<file path="config.mk">
export PLATFORM = sky130hd
export DESIGN_NAME = strike_detector
export DESIGN_NICKNAME = d
export VERILOG_FILES = /design/src/rtl/strike_detector.sv
export SDC_FILE = /design/constraint.sdc
export NUM_CORES = 1
export LEC_CHECK = 0
export BUFFER_PORTS_ARGS = -buffer_cell sky130_fd_sc_hd__buf_2
export CAP_MARGIN = 20
export CORE_MARGIN = 2
export CORE_UTILIZATION = 25
export DETAILED_ROUTE_END_ITERATION = 8
export PLACE_DENSITY = 0.51
export SYNTH_ARGS = -nofsm -noshare
export SYNTH_HDL_FRONTEND = slang
export SYNTH_SLANG_ARGS = --single-unit
</file>
<file path="constraint.sdc">
create_clock -name clk -period 5.4 [get_ports clk]
set_input_delay 0.81 -clock clk [delete_from_list [all_inputs] [get_ports clk]]
set_output_delay 0.81 -clock clk [all_outputs]
set_load 0.005 [all_outputs]
</file>
<file path="src/rtl/strike_detector.sv">
// Drum-stick strike detector: arms on a fast gyro-Y downswing, fires on reversal,
// then blocks detection for a cooldown period. Velocity and zone are held between strikes.
module strike_detector #(
    parameter logic signed [15:0] THRESH_ON       = 16'sd4000,
    parameter logic signed [15:0] THRESH_OFF      = 16'sd1000,
    parameter logic        [23:0] COOLDOWN_CYCLES = 24'd1200000,
    parameter logic        [23:0] TIMEOUT_CYCLES  = 24'd600000,
    parameter logic signed [15:0] ZONE_EDGE       = 16'sd3000,
    parameter logic        [3:0]  VEL_SHIFT       = 4'd6
) (
    input  logic               clk,
    input  logic               reset,
    input  logic               initialized,
    input  logic               error,
    input  logic               gyro1_valid,
    input  logic signed [15:0] gyro1_y,
    input  logic signed [15:0] quat1_z,
    output logic               strike_pulse,
    output logic [7:0]         strike_velocity,
    output logic [1:0]         strike_zone,
    output logic               armed
);

    typedef enum logic [1:0] {IDLE, ARMED, COOLDOWN} state_t;

    state_t             state;
    logic [15:0]        peak;
    logic [23:0]        timer;
    logic [23:0]        cd_cnt;
    logic signed [15:0] last_y;
    logic signed [15:0] last_z;

    logic        status_ok;
    logic        new_sample;
    logic [15:0] abs_y;
    logic [15:0] peak_max;
    logic [15:0] vel_raw;
    logic [7:0]  vel;
    logic [1:0]  zone;

    assign status_ok  = initialized && !error;
    // No upstream strobe: a change of the packet contents is the sample event.
    assign new_sample = status_ok && gyro1_valid && ({gyro1_y, quat1_z} != {last_y, last_z});
    assign armed      = (state == ARMED);

    always_comb begin
        abs_y = gyro1_y;
        if (gyro1_y == 16'sh8000)
            abs_y = 16'h7fff;
        else if (gyro1_y[15])
            abs_y = 16'(-gyro1_y);
    end

    always_comb begin
        peak_max = (abs_y > peak) ? abs_y : peak;
        vel_raw  = peak_max >> VEL_SHIFT;
        if (|vel_raw[15:8])
            vel = 8'hff;
        else if (vel_raw[7:0] == 8'd0)
            vel = 8'd1;
        else
            vel = vel_raw[7:0];
        if (quat1_z < -ZONE_EDGE)
            zone = 2'd0;
        else if (quat1_z > ZONE_EDGE)
            zone = 2'd2;
        else
            zone = 2'd1;
    end

    always_ff @(posedge clk or posedge reset) begin
        if (reset) begin
            state           <= IDLE;
            peak            <= '0;
            timer           <= '0;
            cd_cnt          <= '0;
            last_y          <= '0;
            last_z          <= '0;
            strike_pulse    <= 1'b0;
            strike_velocity <= '0;
            strike_zone     <= '0;
        end else begin
            strike_pulse <= 1'b0;
            if (new_sample) begin
                last_y <= gyro1_y;
                last_z <= quat1_z;
            end
            // Status loss aborts a swing but lets an active cooldown run out.
            if (!status_ok) begin
                peak <= '0;
                if (state == COOLDOWN) begin
                    if (cd_cnt == COOLDOWN_CYCLES - 24'd1)
                        state <= IDLE;
                    else if (cd_cnt != '1)
                        cd_cnt <= cd_cnt + 24'd1;
                end else begin
                    state <= IDLE;
                end
            end else begin
                unique case (state)
                    IDLE: begin
                        if (new_sample && gyro1_y < -THRESH_ON) begin
                            state <= ARMED;
                            peak  <= abs_y;
                            timer <= '0;
                        end
                    end
                    ARMED: begin
                        if (new_sample) begin
                            timer <= '0;
                            if (gyro1_y > -THRESH_OFF) begin
                                state           <= COOLDOWN;
                                cd_cnt          <= '0;
                                peak            <= '0;
                                strike_pulse    <= 1'b1;
                                strike_velocity <= vel;
                                strike_zone     <= zone;
                            end else begin
                                peak <= peak_max;
                            end
                        end else if (timer == TIMEOUT_CYCLES - 24'd1) begin
                            state <= IDLE;
                            peak  <= '0;
                        end else if (timer != '1) begin
                            timer <= timer + 24'd1;
                        end
                    end
                    COOLDOWN: begin
                        if (cd_cnt == COOLDOWN_CYCLES - 24'd1)
                            state <= IDLE;
                        else if (cd_cnt != '1)
                            cd_cnt <= cd_cnt + 24'd1;
                    end
                    default: state <= IDLE;
                endcase
            end
        end
    end

endmodule

</file>
==> key figures, run 1 <==
Synthesis
  – Warnings from Yosys: 0
  – Syn_nets: ~810
  – Mapped Cells: approximately 750
  – Most used DFF post-synth: dfrtp_1
  – Seq/Total Area, Yosys: 39.46%
  – Post-Syn Area: 6913 um2
  – Synth top area share: 39.46%
  – Largest area contributor in the netlist: dfrtp_1
  – Post-synth EDFFs: 0
  – Top post-synthesis cells by count: dfrtp_1, nand2_1, o21ai_0
  – Async S/R FF share, synth: 100.0%
  – Number of distinct library cells after synthesis: 60
  – Synth area leaders: dfrtp_1, mux2_2, xnor2_1, ha_1, nand2_1
  – Most frequent cell after synthesis: dfrtp_1
  – Yosys reg bits: ~110
  – Syn avg cell area: 9.193 um2

Placed design
  – GPL Wtd Cong: between 0.8 and 0.9
  – Pre-CTS WS: approximately 0.28 ns
  – Post-detail-place hpwl: 12.88 mm
  – Port Buffers: 48
  – Dpl cells: 1123

CTS
  – Resized Gates After CTS: 0
  – Number of post-CTS setup repair buffers: 0
  – Clock sinks: around 110
  – Hold-fix buffers at CTS: 0
  – CTS buffer count: 9
  – TritonCTS clock tree: yes
  – Clock Latency Late Sink: ~0.36 ns
  – Clock root buffer master: clkbuf_16
  – Clock transition at the registers of the reported paths: 0.07 ns
  – Depth of the CTS H-tree: 3
  – Clock Tree Buf Depth: 2

STA
  – Final Hold Fails: 0
  – Fmax: 207.2 MHz
  – TNS Setup: 0 ns
  – Slew Limit Fails: 0
  – Skew final: 0.007922 ns
  – Worst slew margin: approximately 42%
  – Final setup vio count: 0
  – RSZ-0062 raised after global routing: false
  – Minimum clock period: 4.827 ns
  – Worst-margin pin slew: 0.8666 ns
  – Final Cycle Share: between 80% and 90%
  – Final worst slack: 0.5734 ns

Drt
  – DRT antenna net count: 0
  – Vias per cell: about 5.1
  – Drt first-iter violations: 305
  – Via count of the routed design: 5768
  – Drt wl/cell: 15.58 um
  – First-pass DRT Iterations: 5
  – DRT Wirelength: about 18 mm
  – Drt drc: 0

Floorplan
  – Site row count: 60
  – Die W: 170.3 um
  – Initial Utilization: 25.58%
  – DIE AREA: between 20000 and 30000 um2
  – CORE AREA: 27030 um2
  – # IOs: 49
  – Die H: 170.3 um

Finish
  – Final Non-Filler Cells: 1137
  – Final core utilization: 29.14%
  – Number of diodes: 0
  – Layout cells sized above 1: 17.09%
  – Area growth syn-to-layout: 13.92%
  – # fillers: 2891
  – Nets: 853

Setup path
  – CP arrival: 5.07 ns
  – Crit-path cells: buf_2 > inv_1 > ha_1 > or4b_4 > or4_4 > a211oi_2 > a31oi_1 > ha_1 > nand4_1 > or4_1 > a21oi_1 > and3b_1 > or4_1 > o31a_1 > mux2_2
  – Critical Path Slowest Stage Cell: or4_1
  – Reg2reg start: last_y[10]$_DFFE_PP0P_
  – Worst setup startpoint: gyro1_y[0]
  – CP max stage delay: 0.57 ns
  – CP required: roughly 5.6 ns
  – Critical Path Start Type: input port
  – Worst setup EP type: flop
  – Critical Path Fanout Max: 12
  – Crit Path Category: in -> reg

Hold path
  – Hold path startpoint: strike_velocity[4]$_DFFE_PP0P_
  – Worst Hold Class: reg -> reg

Power and ir drop
  – Max IR drop VDD: around 140 uV
  – P_leak: ~3.3 nW
  – Pwr/cell area: 260.8 nW/um2

Global routing
  – Largest net degree at the start of global routing: 69
  – Tot GR Track Use: roughly 13%
  – Vias in the first global route: 5597
  – First-pass GRT wire length: 30.03 mm
  – Total grt overflow: 0
  – Antenna violations before repair: 0

Run status
  – Outcome: finished clean

Flow run
  – # Max-Cap Violations: 0
-- critical path, delay by kind of cell --
family                     cells  cell delay (ns)
AOI/OAI and AO/OA              4             0.64
and+or+nand+nor                6             2.65
muxes                          1             0.26
buffers and inverters          2             0.20
adders and majority gates      2             0.51
-- power breakdown --
part | switching, W | leakage [nW] | internal [W] | total, W
Combinational | 0.000209 | 1.73 | 0.000185 | 0.000394
Clock | 0.000314 | 0.144 | 0.000382 | 0.000695
Sequential | 0.0000630 | 1.43 | 0.000901 | 0.000964
-- cells in the final DEF, fill, tap and decap left out, types with 9 or more instances in the layout --
cell and n:
or4_1 14, o21ai_0 50, mux2i_1 16, clkbuf_16 9, nor4_1 13, buf_4 19
a22o_1 11, dfrtp_1 109, and3_1 13, nand2_1 73, a21oi_1 39, ha_1 23
mux2_2 43, or3_1 18, o31ai_1 12, nand4_1 32, nand2b_1 9, nand3_1 21
buf_2 48, nor2_1 32, nor3b_1 11, xnor2_1 36, inv_1 40
-- state kept, by name, summed over array words and instances, names as in the netlist --
register	cells
cd_cnt	24
timer	24
last_y	16
last_z	16
peak	16
strike_velocity	8
state	2
strike_zone	2
strike_pulse	1
-- kinds of logic (layout without fill, tap and decap cells) --
family	after synthesis	count (layout)	synth area share [%]
AO/OA/AOI/OAI	160	160	14.75
buffers and inverters	79	123	4.597
flip-flops	109	109	39.46
multiplexers	59	59	9.321
XOR/XNOR	42	42	5.321
AND/OR/NAND/NOR	280	280	22.39
adder cells (fa/ha/maj)	23	23	4.163
-- per-layer routing --
layer / vias up / GRT usage (%) / wire length (um)
met4: 0 / 3.382 / 252
met1: 2806 / 18.81 / 9132
met3: 18 / 1.767 / 521
li1: 2837 / - / -
met5: - / 0 / 0
met2: 107 / 19.74 / 7808
-- layout make-up --
type / count / area (um2) / area share (%)
multi-input cells: 564 / 3879 / 49.25
flip-flops and latches: 109 / 2728 / 34.64
well taps: 341 / 426.7 / 5.418
repair buffers: 68 / 386.6 / 4.909
clock buffers: 11 / 252.7 / 3.209
inverters: 41 / 156.4 / 1.986
clock inverters: 3 / 46.29 / 0.5879
-- metrics by stage --
stage	area (um2)	hold WS, ns	total power (W)
finish	7875	0.4875	0.002053
detailed placement	7576	0.4804	0.001379
global placement	7565	0.4683	0.001373
floorplan	6913	0.4584	0.001248
CTS	7875	0.4969	0.002083
global route	7875	0.5060	0.002170
-- final timing paths --
| path | end | slack (ns) | cells past startpoint |
|---|---|---|---|
| setup / recovery | strike_velocity[7]$_DFFE_PP0P_ | 0.57 | 15 |
| hold / removal | strike_velocity[4]$_DFFE_PP0P_ | 0.49 | 2 |
| setup reg to reg | peak[2]$_DFFE_PP0P_ | 2.26 | 8 |
| hold reg to reg | strike_velocity[4]$_DFFE_PP0P_ | 0.49 | 2 |
| max in group asynchronous | timer[12]$_DFFE_PP0P_ | 3.66 | 3 |
| min in group asynchronous | strike_zone[1]$_DFFE_PP0P_ | 0.63 | 2 |
Power figures use the tool's default switching activity.
==> run 2, diff against run 1 <==
--- a/config.mk
+++ b/config.mk
@@ -7,7 +7,7 @@
 export LEC_CHECK = 0
 export BUFFER_PORTS_ARGS = -buffer_cell sky130_fd_sc_hd__buf_2
 export CAP_MARGIN = 20
-export CORE_MARGIN = 2
+export CORE_MARGIN = 4
 export CORE_UTILIZATION = 25
 export DETAILED_ROUTE_END_ITERATION = 8
 export PLACE_DENSITY = 0.51
==> key figures, run 2 (synthesis results as in run 1) <==
Drt
  – First-pass DRT Iterations: 5
  – DRT antenna net count: 0
  – DRT Wirelength: 18.09 mm
  – Drt first-iter violations: 319
  – Via count of the routed design: between 5k and 6k
  – Drt drc: 0
  – Vias per cell: 4.949
  – Drt wl/cell: ~16 um

Floorplan
  – # IOs: ~50
  – CORE AREA: 27100 um2
  – DIE AREA: 30380 um2
  – Die H: approximately 170 um
  – Site row count: 60
  – Die W: 174.3 um
  – Initial Utilization: 25.51%

CTS
  – Hold-fix buffers at CTS: 0
  – Clock root buffer master: clkbuf_16
  – Clock Tree Buf Depth: 2
  – Number of post-CTS setup repair buffers: 0
  – TritonCTS clock tree: yes
  – Resized Gates After CTS: 0
  – Depth of the CTS H-tree: 3
  – CTS buffer count: 9
  – Clock transition at the registers of the reported paths: 0.08 ns
  – Clock sinks: 109
  – Clock Latency Late Sink: 0.36 ns

Flow run
  – # Max-Cap Violations: 0

Placed design
  – Port Buffers: 48
  – GPL Wtd Cong: 0.8312
  – Post-detail-place hpwl: 12.92 mm

Run status
  – Outcome: finished clean

Global routing
  – Largest net degree at the start of global routing: 72
  – Total grt overflow: 0
  – Vias in the first global route: between 5k and 6k
  – First-pass GRT wire length: 29.70 mm
  – Antenna violations before repair: 0
  – Tot GR Track Use: 11.83%

Setup path
  – CP required: 5.65 ns
  – Critical Path Fanout Max: 12
  – Crit-path cells: buf_2 > inv_1 > ha_1 > or4b_4 > or4_4 > a211oi_2 > a31oi_1 > ha_1 > nand4_1 > or4_1 > a21oi_1 > and3b_1 > or4_1 > o31a_1 > mux2_2
  – CP arrival: 5.07 ns
  – Critical Path Start Type: input port
  – Critical Path Slowest Stage Cell: or4_1
  – CP max stage delay: 0.57 ns
  – Crit Path Category: in -> reg
  – Worst setup EP type: flop

Finish
  – Final core utilization: 29.14%
  – Area growth syn-to-layout: 14.24%
  – Number of diodes: 0
  – # fillers: 2887
  – Nets: 850
  – Leading cell type in the layout, fill and taps excluded: dfrtp_1
  – Most frequent cells in the layout: dfrtp_1, nand2_1, o21ai_0, buf_2, mux2_2
  – Layout cells sized above 1: 16.98%
  – Top flop regs: cd_cnt x24, timer x24

Power and ir drop
  – Psw: 0.0005962 W
  – Clock power share: roughly a third
  – Reg power frac: a little under half
  – Gate power share: 19.1%
  – Pwr/cell area: 260.3 nW/um2
  – Total power: just over 0.002 W
  – Internal: between 0.001 and 0.0015 W
  – Switch share: 29.00%
  – Max IR drop VDD: 169.8 uV
  – P_leak: about 3.3 nW

STA
  – Minimum clock period: 4.819 ns
  – Slew Limit Fails: 0
  – Final Cycle Share: 89.23%
  – Final Hold Fails: 0
  – Worst-margin pin slew: 0.9287 ns
  – Skew final: slightly above 0.008 ns
  – Final setup vio count: 0
  – Worst slew margin: between 30% and 40%
  – Fmax: 207.5 MHz
  – TNS Setup: 0 ns
  – RSZ-0062 raised after global routing: false

Hold path
  – Worst Hold Class: reg -> reg
==> run 2: layout make-up <==
cell class	instances	area (um2)	share of cell area [%]
clock inverter	5	58.81	0.7446
multi-input combinational	564	3879	49.11
clock buffer	11	242.7	3.074
tap	372	465.4	5.894
timing repair buffer	65	367.9	4.658
sequential	109	2728	34.54
inverter	41	156.4	1.980
==> run 2: layer usage <==
layer	up-vias	wire [um]	part of all wire, %	global-route usage (%)
li1	2833	-	-	-
met1	2819	9359	52	17.22
met2	107	7935	44	18.39
met3	16	497	2.7	1.109
met4	0	296	1.6	4.058
met5	-	0	0	0
==> run 2: path summary, 6_finish.rpt <==
path,start,to,slack (ns),depth (start not counted)
setup reg to reg,last_y[0]$_DFFE_PP0P_,peak[4]$_DFFE_PP0P_,2.32,8
min in group asynchronous,reset,cd_cnt[9]$_DFFE_PP0P_,0.64,2
max in group asynchronous,reset,last_z[8]$_DFFE_PP0P_,3.68,3
hold / removal,strike_velocity[4]$_DFFE_PP0P_,strike_velocity[4]$_DFFE_PP0P_,0.48,2
hold reg to reg,strike_velocity[4]$_DFFE_PP0P_,strike_velocity[4]$_DFFE_PP0P_,0.48,2
setup / recovery,gyro1_y[0],strike_velocity[7]$_DFFE_PP0P_,0.58,15
==> run 2: worst max-delay path, delay by kind of cell <==
family / cells / cell delay (ns)
adder cells (fa/ha/maj): 2 / 0.50
multiplexers: 1 / 0.26
AO/OA/AOI/OAI: 4 / 0.63
buffers and inverters: 2 / 0.21
AND/OR/NAND/NOR: 6 / 2.66
==> run 2: per-stage QoR <==
step / worst slack (ns) / instance area (um2) / hold slack, ns / instances
floorplan: 0.2777 / 6913 / 0.4584 / 752
global placement: 0.3505 / 7589 / 0.4737 / 1150
detailed placement: 0.2735 / 7596 / 0.4769 / 1151
CTS: 0.6347 / 7898 / 0.4957 / 1167
global route: 0.3656 / 7898 / 0.5187 / 1167
finish: 0.5813 / 7898 / 0.4848 / 1167
==> run 2: power by group through the flow <==
stage	Clock, W	Sequential [W]	Combinational (W)
after global placement	0	0.000977	0.000392
final	0.000698	0.000965	0.000394
after detailed placement	0	0.000981	0.000397
after global routing	0.000749	0.000977	0.000442
after CTS	0.000723	0.000965	0.000399
after floorplan	0	0.000968	0.000279
==> run 3, diff against run 2 <==
--- a/config.mk
+++ b/config.mk
@@ -7,10 +7,12 @@
 export LEC_CHECK = 0
 export BUFFER_PORTS_ARGS = -buffer_cell sky130_fd_sc_hd__buf_2
 export CAP_MARGIN = 20
+export CELL_PAD_IN_SITES_DETAIL_PLACEMENT = 0
+export CELL_PAD_IN_SITES_GLOBAL_PLACEMENT = 2
 export CORE_MARGIN = 4
 export CORE_UTILIZATION = 25
 export DETAILED_ROUTE_END_ITERATION = 8
-export PLACE_DENSITY = 0.51
+export PLACE_DENSITY = 0.67
 export SYNTH_ARGS = -nofsm -noshare
 export SYNTH_HDL_FRONTEND = slang
 export SYNTH_SLANG_ARGS = --single-unit
==> key figures, run 3 (synthesis results as in run 1) <==
Run status
  – Outcome: finished clean

STA
  – RSZ-0062 raised after global routing: false
  – Skew final: 0.01053 ns
  – Final worst slack: 0.6104 ns
  – TNS Setup: 0 ns
  – Final Hold Fails: 0
  – Worst slew margin: 39.00%
  – Final setup vio count: 0
  – Worst-margin pin slew: a little over 0.9 ns
  – Final Cycle Share: 88.70%
  – Slew Limit Fails: 0
  – Fmax: between 200 and 250 MHz
  – Minimum clock period: 4.790 ns

CTS
  – Clock sinks: 109
  – Clock Tree Buf Depth: 2
  – Resized Gates After CTS: 0
  – Depth of the CTS H-tree: 3
  – CTS buffer count: 9
  – Clock Latency Late Sink: 0.36 ns
  – Number of post-CTS setup repair buffers: 0
  – Hold-fix buffers at CTS: 0
  – TritonCTS clock tree: yes
  – Clock transition at the registers of the reported paths: 0.08 ns
  – Clock root buffer master: clkbuf_16

Global routing
  – Vias in the first global route: 5697
  – First-pass GRT wire length: 31.40 mm
  – Antenna violations before repair: 1
  – Largest net degree at the start of global routing: between 60 and 70
  – Total grt overflow: 0
  – Tot GR Track Use: between 10 and 15%

Placed design
  – GPL Wtd Cong: 0.7839
  – Port Buffers: 48
  – Pre-CTS WS: 0.2467 ns
  – Dpl cells: around 1.2k
  – Post-detail-place hpwl: 13.69 mm

Floorplan
  – Die W: 174.3 um
  – # IOs: 49
  – CORE AREA: around 27000 um2
  – DIE AREA: 30380 um2
  – Die H: ~170 um
  – Initial Utilization: 25.51%
  – Site row count: 60

Setup path
  – Crit Path Category: in -> reg
  – Worst setup EP type: flop
  – CP arrival: 5.04 ns
  – CP required: 5.65 ns
  – Critical Path Start Type: input port
  – Critical Path Fanout Max: 12

Finish
  – Nets: 852
  – Layout cells sized above 1: 17.06%
  – Most frequent cells in the layout: dfrtp_1, nand2_1, o21ai_0, buf_2, mux2_2
  – # fillers: 2899
  – Area growth syn-to-layout: 14.24%
  – Area of the multi-input gates: 3879 um2
  – Top flop regs: cd_cnt x24, timer x24
  – Reg area: 2728 um2
  – Leading cell type in the layout, fill and taps excluded: dfrtp_1
  – Final Non-Filler Cells: 1170

Drt
  – Via count of the routed design: 5700
  – Drt drc: 0
  – Drt wl/cell: ~16 um
  – First-pass DRT Iterations: 4
  – Vias per cell: 4.872
  – DRT Wirelength: between 15 and 20 mm
  – DRT antenna net count: 0
  – Drt first-iter violations: 260

Power and ir drop
  – Max IR drop VDD: 128.7 uV
  – Pwr/cell area: roughly 250 nW/um2
  – P_leak: 3.310 nW

Hold path
  – Worst Hold Class: reg -> reg

Flow run
  – # Max-Cap Violations: 0
==> run 3: metrics by stage <==
| step | utilization [%] | hold slack [ns] | instance area, um2 | power [W] |
|---|---|---|---|---|
| after floorplan | - | 0.4584 | 6913 | 0.001248 |
| after global placement | 28.06 | 0.4687 | 7604 | 0.001375 |
| after detailed placement | 28.06 | 0.4826 | 7604 | 0.001379 |
| after CTS | 29.09 | 0.5002 | 7883 | 0.002052 |
| after global routing | 29.13 | 0.5300 | 7895 | 0.002138 |
| final | 29.14 | 0.4897 | 7898 | 0.002012 |
==> run 3: final cells by class <==
cell class	count	area share (%)
clock inverters	4	0.2852
repair buffers	67	4.911
inverters	41	1.980
clock buffers	12	3.248
diodes	1	0.03169
multi-input cells	564	49.11
flip-flops and latches	109	34.54
well taps	372	5.894
==> run 3: layer usage <==
layer | global-route usage, % | wire length, um | vias to the layer above
li1 | - | - | 2838
met1 | 18.89 | 9917 | 2777
met2 | 18.87 | 8152 | 67
met3 | 1.696 | 556 | 16
met4 | 3.365 | 243 | 2
met5 | 0 | 13 | -
==> run 3: worst paths after layout <==
kind | startpoint | endpoint | slack [ns] | cells past startpoint
min in group asynchronous | reset | timer[3]$_DFFE_PP0P_ | 0.62 | 2
hold reg to reg | strike_velocity[3]$_DFFE_PP0P_ | strike_velocity[3]$_DFFE_PP0P_ | 0.49 | 2
max in group asynchronous | reset | last_y[10]$_DFFE_PP0P_ | 3.59 | 3
setup / recovery | gyro1_y[0] | strike_velocity[7]$_DFFE_PP0P_ | 0.61 | 15
setup reg to reg | timer[0]$_DFFE_PP0P_ | timer[23]$_DFFE_PP0P_ | 2.11 | 9
hold / removal | strike_velocity[3]$_DFFE_PP0P_ | strike_velocity[3]$_DFFE_PP0P_ | 0.49 | 2
==> run 3: report_power, final <==
part	switching, W	total (W)	internal [W]
Combinational	0.000208	0.000391	0.000183
Sequential	0.0000640	0.000965	0.000901
Clock	0.000319	0.000656	0.000337
==> run 3: critical path, stage by stage <==
cell	delay [ns]
buf_2	0.15
inv_1	0.06
ha_1	0.17
or4b_4	0.52
or4_4	0.53
a211oi_2	0.23
a31oi_1	0.11
ha_1	0.33
nand4_1	0.17
or4_1	0.56
a21oi_1	0.16
and3b_1	0.31
or4_1	0.55
o31a_1	0.11
mux2_2	0.26
